<file path="config.mk">
export PLATFORM = sky130hd
export DESIGN_NAME = cam_frame_writer
export DESIGN_NICKNAME = d
export VERILOG_FILES = /design/src/rtl/cam_pkg.sv /design/src/rtl/cam_pix_fmt.sv /design/src/rtl/cam_frame_writer.sv
export SDC_FILE = /design/constraint.sdc
export NUM_CORES = 1
export LEC_CHECK = 0
export ABC_AREA = 1
export CORE_MARGIN = 2
export CORE_UTILIZATION = 62
export DETAILED_ROUTE_END_ITERATION = 7
export PLACE_DENSITY = 0.85
export SLEW_MARGIN = 20
export SYNTH_ARGS = -nofsm -noshare
export SYNTH_HDL_FRONTEND = slang
export SYNTH_SLANG_ARGS = --single-unit
</file>
<file path="constraint.sdc">
create_clock -name clk -period 4.23 [get_ports clk]
set_input_delay 0.846 -clock clk [delete_from_list [all_inputs] [get_ports clk]]
set_output_delay 0.846 -clock clk [all_outputs]
set_load 0.1 [all_outputs]
</file>
<file path="src/rtl/cam_pkg.sv">
// Shared types and constants for the camera frame writer.
// cam_rgb565_to_rgb332 is used when CAM_RGB332_EN is defined.
package cam_pkg;

    localparam int unsigned CAM_H_ACT_DEF = 160;
    localparam int unsigned CAM_V_ACT_DEF = 120;
    localparam int unsigned CAM_PIX_W     = 16;

    typedef enum logic [1:0] {
        ST_SYNC  = 2'd0,
        ST_FRAME = 2'd1,
        ST_HI    = 2'd2,
        ST_LO    = 2'd3
    } cam_state_e;

    // One capture-FIFO word as delivered by the sensor front end.
    typedef struct packed {
        logic       vsync;
        logic       href;
        logic [7:0] data;
    } cam_word_t;

    // Keep R[4:2], G[5:3], B[4:3] of an RGB565 pixel, zero-extended to 16 bits.
    function automatic logic [CAM_PIX_W-1:0] cam_rgb565_to_rgb332(input logic [CAM_PIX_W-1:0] p);
        return {8'h00, p[15:13], p[10:8], p[4:3]};
    endfunction

endpackage

</file>
<file path="src/rtl/cam_pix_fmt.sv">
// Pixel format stage: passes {hi, lo} through, or reduces it to RGB332
// when CAM_RGB332_EN is defined. Purely combinational, so timing is build-independent.
module cam_pix_fmt
    import cam_pkg::*;
(
    input  logic [7:0]           hi,
    input  logic [7:0]           lo,
    output logic [CAM_PIX_W-1:0] pix_c
);

`ifdef CAM_RGB332_EN
    assign pix_c = cam_rgb565_to_rgb332({hi, lo});
`else
    assign pix_c = {hi, lo};
`endif

endmodule

</file>
<file path="src/rtl/cam_frame_writer.sv">
// Turns a camera capture stream into frame-buffer pixel writes at y*H_ACT+x.
// Optional build macro: CAM_RGB332_EN (RGB332 output packing).
module cam_frame_writer
    import cam_pkg::*;
#(
    parameter int unsigned H_ACT  = CAM_H_ACT_DEF,
    parameter int unsigned V_ACT  = CAM_V_ACT_DEF,
    parameter int unsigned ADDR_W = 15
) (
    input  logic              clk,
    input  logic              reset,
    input  logic [9:0]        fifo_data,
    input  logic              fifo_empty,
    output logic              fifo_rd,
    output logic              wr_en,
    output logic [ADDR_W-1:0] wr_addr,
    output logic [15:0]       wr_data,
    output logic              frame_done,
    output logic              err
);

    localparam int unsigned X_W = $clog2(H_ACT + 1);
    localparam int unsigned Y_W = $clog2(V_ACT + 1);
    localparam logic [X_W-1:0] X_LIM  = X_W'(H_ACT);
    localparam logic [Y_W-1:0] Y_LIM  = Y_W'(V_ACT);
    localparam logic [Y_W-1:0] Y_LAST = Y_W'(V_ACT - 1);

    cam_state_e          state;
    cam_word_t           word;
    logic                word_vld;
    logic [7:0]          hi;
    logic [X_W-1:0]      x;
    logic [Y_W-1:0]      y;
    logic [ADDR_W-1:0]   addr;
    logic [ADDR_W-1:0]   eol_addr_c;
    logic [15:0]         pix_c;

    assign word    = cam_word_t'(fifo_data);
    assign fifo_rd = !fifo_empty && !reset;

    // Next line starts at (y+1)*H_ACT no matter how many pixels this line wrote.
    assign eol_addr_c = (y == Y_LAST) ? addr : addr + ADDR_W'(H_ACT - 32'(x));

    cam_pix_fmt u_pix_fmt (
        .hi    (hi),
        .lo    (word.data),
        .pix_c (pix_c)
    );

    always_ff @(posedge clk) begin
        if (reset) begin
            state      <= ST_SYNC;
            word_vld   <= 1'b0;
            hi         <= '0;
            x          <= '0;
            y          <= '0;
            addr       <= '0;
            wr_en      <= 1'b0;
            wr_addr    <= '0;
            wr_data    <= '0;
            frame_done <= 1'b0;
            err        <= 1'b0;
        end else begin
            word_vld   <= fifo_rd;
            wr_en      <= 1'b0;
            frame_done <= 1'b0;
            if (word_vld) begin
                case (state)
                    ST_SYNC: begin
                        if (word.vsync) begin
                            state <= ST_FRAME;
                            x     <= '0;
                            y     <= '0;
                            addr  <= '0;
                        end
                    end
                    // Lines past V_ACT stay here and are silently consumed.
                    ST_FRAME: begin
                        if (word.vsync) begin
                            frame_done <= (y != '0);
                            x          <= '0;
                            y          <= '0;
                            addr       <= '0;
                        end else if (word.href && (y < Y_LIM)) begin
                            hi    <= word.data;
                            state <= ST_LO;
                        end
                    end
                    ST_LO: begin
                        if (word.vsync) begin
                            err   <= 1'b1;
                            x     <= '0;
                            y     <= '0;
                            addr  <= '0;
                            state <= ST_FRAME;
                        end else if (word.href) begin
                            if (x < X_LIM) begin
                                wr_en   <= 1'b1;
                                wr_addr <= addr;
                                wr_data <= pix_c;
                                addr    <= addr + ADDR_W'(1);
                                x       <= x + X_W'(1);
                            end else begin
                                err <= 1'b1;
                            end
                            state <= ST_HI;
                        end else begin
                            err   <= 1'b1;
                            addr  <= eol_addr_c;
                            x     <= '0;
                            y     <= y + Y_W'(1);
                            state <= ST_FRAME;
                        end
                    end
                    ST_HI: begin
                        if (word.vsync) begin
                            err   <= 1'b1;
                            x     <= '0;
                            y     <= '0;
                            addr  <= '0;
                            state <= ST_FRAME;
                        end else if (word.href) begin
                            hi    <= word.data;
                            state <= ST_LO;
                        end else begin
                            addr  <= eol_addr_c;
                            x     <= '0;
                            y     <= y + Y_W'(1);
                            state <= ST_FRAME;
                        end
                    end
                    default: state <= ST_SYNC;
                endcase
            end
        end
    end

endmodule

</file>
==> results.toml, run 1 <==
[power_and_ir_drop]
powerDensity_nw_per_um2 = 269
p_leak_nw = 2.39
seqPwrFrac = 0.482
p_comb_frac = 0.106
ir_drop_mv = 0.250
pwr-share-clk = 0.412
net-switching-power_mw = 0.399
internal_power_mw = 1.12
switching_share = 0.263

[final_layout]
fin_nets = 850
diodes = 0
n_fill_cell = 638
fin_cells = 923
drive_gt1_frac = 0.0889
final_cell_mix = "163 x nand2_1, 113 x inv_1, 84 x nor2_1"
final_common_cell = "nand2_1"
area_delta_synth_final_pct = 14.6

[global_routing]
grt_max_degree = 33
grt_util_met1 = 0.398
met3_usage = 0.0492
track_usage = 0.305
busiest_layer = "met2"
grt_pass1_vias = 4706
antenna_found_initial = 0
grt_pass1_wl_mm = 21.4
grt.met2_usage = 0.515
overflow = 0

[synth]
synth-seq-area-share = 0.304
synth_area_um2 = 4930
synth_cells = 777
synth.distinct_cells = 42
ys.flop_type = "dfxtp_1"
synth_async_sr_flop_share = 0
synth_seq_cells = 75
syn_area_per_cell_um2 = 6.35
synth_nets = 811
synth_top_area_frac = 0.304
ys_warn_count = 0
yosys-top-cells-area = "dfxtp_1 30%, nand2_1 12%, inv_1 8.6%, a21oi_1 7.4%, nor2_1 6.4%"
synth_edf_count = 0
synth_area_leader_cell = "dfxtp_1"

[sta]
rsz0062_at_grt = "no"
max_freq_ghz = 0.335
hold_viol_final = 0
final.setup.tns_ns = 0
fin_crit_sh = 0.705
maxSlewViolCount = 0
finalSetupViolCount = 0
min_period_ns = 2.98
tightest_slew_ns = 1.00
clock_skew_ns = 0.00865
setup_slack_ns = 1.25
max_slew_margin = 0.329

[critical_path]
critPathBufInv = 3
critPathArrivalTime_ns = 3.23
cp_slowest_cell = "clkdlybuf4s50_1"
reg2reg_from = "x[0]"
worst-path-max-fanout = 31
rrSetupSlack_ns = 1.31
reg2regPathDepth = 18
crit_required_ns = 4.47
crit_chain = "clkdlybuf4s50_1 -> inv_2 -> nor2_2 -> nand2_2 -> nand2_1 -> nand2_2 -> inv_2 -> nor2_1 -> nor2_1 -> nor3_1"
critPathTopFamily = "buffers and inverters"
crit_path_end_kind = "flop"
crit_path_start_kind = "input pin"
r2r_end = "addr[13]"
critPathKind = "in -> reg"
slowest_delay_ns = 0.80

[placement]
placement.io_buffers = 47
pre_cts_ws_ns = 0.945
hpwl_mm = 9.65
gp_congestion = 0.967
post-place-cells = 907

[clock_tree]
post_cts_buffers = 0
clockBufferDepth = 2
h-tree-depth = 3
cts_tree = "built"
ctsResizeCount = 0
clk_pin_slew_ns = 0.08
clk_latency_ns = 0.36
hold_buffers = 0
cts-root-buf = "clkbuf_8"
cts_made_buffers = 9
cts.sinks = 75

[floorplanning]
die_h_um = 93.2
die_area_um2 = 8690
io_pins = 48
die_w_um = 93.2
rows = 32
core_area_um2 = 7730
initial_core_util = 0.638

[route]
wire_per_inst_um = 13.9
dr.pass1.iters = 5
vias = 5154
ant_nets = 0
drc_errors = 0
vias_per_cell = 5.58
finalWirelength_mm = 12.8
drt_iter0_markers = 409

[worst_hold_path]
hold_path_depth = 2
worst_hold_path.endpoint = "wr_data[0]"
worstHoldPathType = "reg -> reg"
min_from = "wr_data[0]"

[flow_run]
cap_viol_max_count = 0

[run_status]
status = "finished, final reports clean"
## tightest hold or removal path: cells and delay by family, from the launching register on
| family | cells | cell delay (ns) |
|---|---|---|
| AOI/OAI and AO/OA | 1 | 0.05 |
| buffers and inverters | 1 | 0.04 |
| DFF | 1 | 0.31 |
## synth_stat cells, drive strengths merged (4+ instances only)
master,number
dfxtp,75
nand2,169
xor2,9
nand3,57
a21oi,82
a31oi,4
o21ai,69
nor2,105
ha,20
inv,121
nand4,8
clkbuf,7
buf,16
nor3,15
## power by group through the flow
| stage | Combinational, mW | Sequential [mW] | Clock, mW |
|---|---|---|---|
| floorplan | 0.118 | 0.743 | 0 |
| global placement | 0.152 | 0.748 | 0 |
| detailed placement | 0.157 | 0.748 | 0 |
| CTS | 0.158 | 0.732 | 0.629 |
| global route | 0.180 | 0.734 | 0.653 |
| finish | 0.160 | 0.732 | 0.625 |
## worst max-delay path by stage
stage	end	cells past startpoint	startpoint
2_1_floorplan	fifo_rd	3	reset
3_3_place_gp	x[4]	10	fifo_data[8]
3_5_place_dp	x[3]	10	fifo_data[8]
4_1_cts	x[3]	10	fifo_data[8]
5_1_grt	addr[13]	18	x[0]
6_report	x[3]	10	fifo_data[8]
## cell type report
| type | count | area [µm²] | area share |
|---|---|---|---|
| Clock buffer | 10 | 138 | 0.0243 |
| Multi-Input combinational cell | 557 | 2840 | 0.503 |
| Tap cell | 102 | 128 | 0.0226 |
| Sequential cell | 75 | 1500 | 0.266 |
| Inverter | 122 | 458 | 0.0810 |
| Clock inverter | 6 | 87.6 | 0.0155 |
| Timing Repair Buffer | 51 | 498 | 0.0881 |
## logic make-up after synthesis
group                    share of synthesized area
XOR/XNOR                                    0.0178
buffers and inverters                        0.119
adder cells (fa/ha/maj)                     0.0548
AND/OR/NAND/NOR                              0.323
flip-flops                                   0.304
AO/OA/AOI/OAI                                0.181
## per-stage QoR
step	hold WS, ns	total power [mW]	instance area, µm²	utilization
after floorplan	0.455	0.860	4930	-
final	0.448	1.52	5650	0.732
after detailed placement	0.439	0.905	5430	0.702
after CTS	0.450	1.52	5650	0.732
after global placement	0.432	0.900	5430	0.702
after global routing	0.476	1.57	5650	0.732
## state kept, by name, indices dropped and copies added (netlist names)
signal and cells:
wr_data 16, frame_done 1, x 8, hi 8, wr_en 1, wr_addr 15, y 7, err 1
word_vld 1, addr 15, state 2
## layer usage
metal	wire, µm	vias up
met2	6100	188
met1	5590	2348
met5	0	-
met3	847	30
li1	-	2588
met4	292	0
Power figures use the tool's default switching activity.
==> run 2: changes to the inputs <==
--- a/config.mk
+++ b/config.mk
@@ -7,9 +7,9 @@
 export LEC_CHECK = 0
 export ABC_AREA = 1
 export CORE_MARGIN = 2
-export CORE_UTILIZATION = 62
+export CORE_UTILIZATION = 58
 export DETAILED_ROUTE_END_ITERATION = 7
-export PLACE_DENSITY = 0.85
+export PLACE_DENSITY = 0.8
 export SLEW_MARGIN = 20
 export SYNTH_ARGS = -nofsm -noshare
 export SYNTH_HDL_FRONTEND = slang
==> constraint.sdc (replaced) <==
create_clock -name clk -period 3 [get_ports clk]
set_input_delay 0.6 -clock clk [delete_from_list [all_inputs] [get_ports clk]]
set_output_delay 0.6 -clock clk [all_outputs]
set_load 0.1 [all_outputs]
==> results.toml, run 2 (synthesis results as in run 1) <==
[floorplanning]
core_area_um2 = 8220
io_pins = 48
die_h_um = 96.2
die_area_um2 = 9260
initial_core_util = 0.600
die_w_um = 96.2
rows = 33

[route]
dr.pass1.iters = 5
vias_per_cell = 5.53
routed.top_layer = "met4"
vias = 5147
wl_met1_mm = 5.76
finalWirelength_mm = 12.8
dr_wl_met2_mm = 6.06
wire_per_inst_um = 13.8
wl_met3_um = 711
drc_errors = 0
ant_nets = 0
drt_iter0_markers = 332

[worst_hold_path]
worstHoldPathType = "reg -> reg"
min_from = "wr_data[15]"
worst_hold_path.endpoint = "wr_data[15]"
hold_path_depth = 2

[final_layout]
final_cell_mix = "161 x nand2_1, 112 x inv_1, 84 x nor2_1"
multiInputGateArea_um2 = 2880
final_common_cell = "nand2_1"
largest_reg_flops = 16
diodes = 0
drive_gt1_frac = 0.144
area_delta_synth_final_pct = 14.2
regMostFlops = "wr_data"
fin_util = 0.686
fin_nets = 855
reg_top3 = "wr_data x16, addr x15, wr_addr x15"
stdcell_area_um2 = 5640
n_fill_cell = 742
regArea_um2 = 1500

[sta]
tightest_slew_ns = 0.702
max_slew_margin = 0.532
setup_slack_ns = 0.290
hold_ws_ns = 0.447
finalSetupViolCount = 0
clock_skew_ns = 0.0132
maxSlewViolCount = 0
hold_viol_final = 0
min_period_ns = 2.71
max_freq_ghz = 0.369
fin_crit_sh = 0.903

[power_and_ir_drop]
p_leak_nw = 2.46
powerDensity_nw_per_um2 = 368
ir_drop_mv = 0.341

[critical_path]
critPathKind = "reg -> reg"
crit_path_start_kind = "flop"
rrSetupSlack_ns = 0.29
worst-path-max-fanout = 6
crit_required_ns = 3.25
reg2regPathDepth = 17
critPathArrivalTime_ns = 2.96
crit_path_end_kind = "flop"
reg2reg_from = "x[1]"
r2r_end = "addr[11]"

[global_routing]
antenna_found_initial = 0
overflow = 0
grt_pass1_wl_mm = 20.9
grt_pass1_vias = 4562
track_usage = 0.286
grt_max_degree = 64

[clock_tree]
cts_made_buffers = 9
cts_tree = "built"
cts.sinks = 75
clk_pin_slew_ns = 0.09
h-tree-depth = 3
clockBufferDepth = 2
clk_latency_ns = 0.36
hold_buffers = 0
cts-root-buf = "clkbuf_8"

[placement]
placement.io_buffers = 47
pre_cts_ws_ns = 0.190
place_area_um2 = 5390
hpwl_mm = 9.55
gp_congestion = 0.926

[flow_run]
cap_viol_max_count = 0

[run_status]
status = "finished, final reports clean"
run 2: changes by cell type in the layout (fill, tap and decap cells not counted), sizes merged:
cell,previous run,this run
clkdlybuf4s50,46,12
clkinv,4,3
bufinv,2,1
buf,5,44
clkinvlp,0,1
inv,122,123
run 2: final cells by class:
cell class              count  share of cell area
repair buffers             56              0.0821
multi-input cells         557               0.511
flip-flops and latches     75               0.267
well taps                 105              0.0233
clock buffers              10              0.0226
clock inverters             6              0.0129
inverters                 122              0.0813
run 2: how the worst max path moves through the flow:
stage,cells after the start,start,slack [ns],endpoint
finish,17,x[1],0.29,addr[11]
global route,19,x[0],-0.009,addr[14]
CTS,18,x[0],0.18,addr[12]
detailed placement,18,x[0],0.19,addr[12]
global placement,17,x[0],0.29,addr[11]
floorplan,3,reset,0.02,fifo_rd
run 2: worst max-delay path, stage by stage (launching register included):
cell and delay (ns):
dfxtp_1 0.37, inv_1 0.07, ha_1 0.17, nand2_1 0.08, nor2_1 0.17, nand2_2 0.12, nand2_2 0.10, inv_2 0.10
ha_1 0.37, nand2_1 0.14, nor2_1 0.17, nand3_1 0.14, nand4_1 0.13, nand3_1 0.13, nand3_1 0.11, nand2_1 0.06
a21oi_1 0.12, nor2_1 0.05
run 2: stage by stage:
step	instances	power, mW	setup TNS (ns)
finish	931	2.07	0
CTS	930	2.08	0
global placement	914	1.28	0
floorplan	777	1.21	0
global route	931	2.15	-0.00863
detailed placement	914	1.28	0
run 2: what timing repair did:
| item | in CTS | in global routing |
|---|---|---|
| endpoints found under the setup margin | 0 | 6 |
| gates resized for setup | 0 | 8 |
| setup buffers | 0 | 1 |
run 2: power by group:
part / total [mW] / switching, mW / internal (mW)
Sequential: 1.03 / 0.0235 / 1.01
Clock: 0.804 / 0.410 / 0.393
Combinational: 0.236 / 0.151 / 0.0853
run 2: routing by layer:
metal / up-vias / track usage
met5: - / 0
met4: 0 / 0.108
met3: 23 / 0.0642
met2: 178 / 0.459
met1: 2353 / 0.374
li1: 2593 / -
==> run 3: changes to the inputs <==
--- a/config.mk
+++ b/config.mk
@@ -8,6 +8,7 @@
 export ABC_AREA = 1
 export CORE_MARGIN = 2
 export CORE_UTILIZATION = 58
+export CTS_CLUSTER_DIAMETER = 50
 export DETAILED_ROUTE_END_ITERATION = 7
 export PLACE_DENSITY = 0.8
 export SLEW_MARGIN = 20
==> results of run 3 <==
Final layout, timing and power as in run 2 (identical DEF).
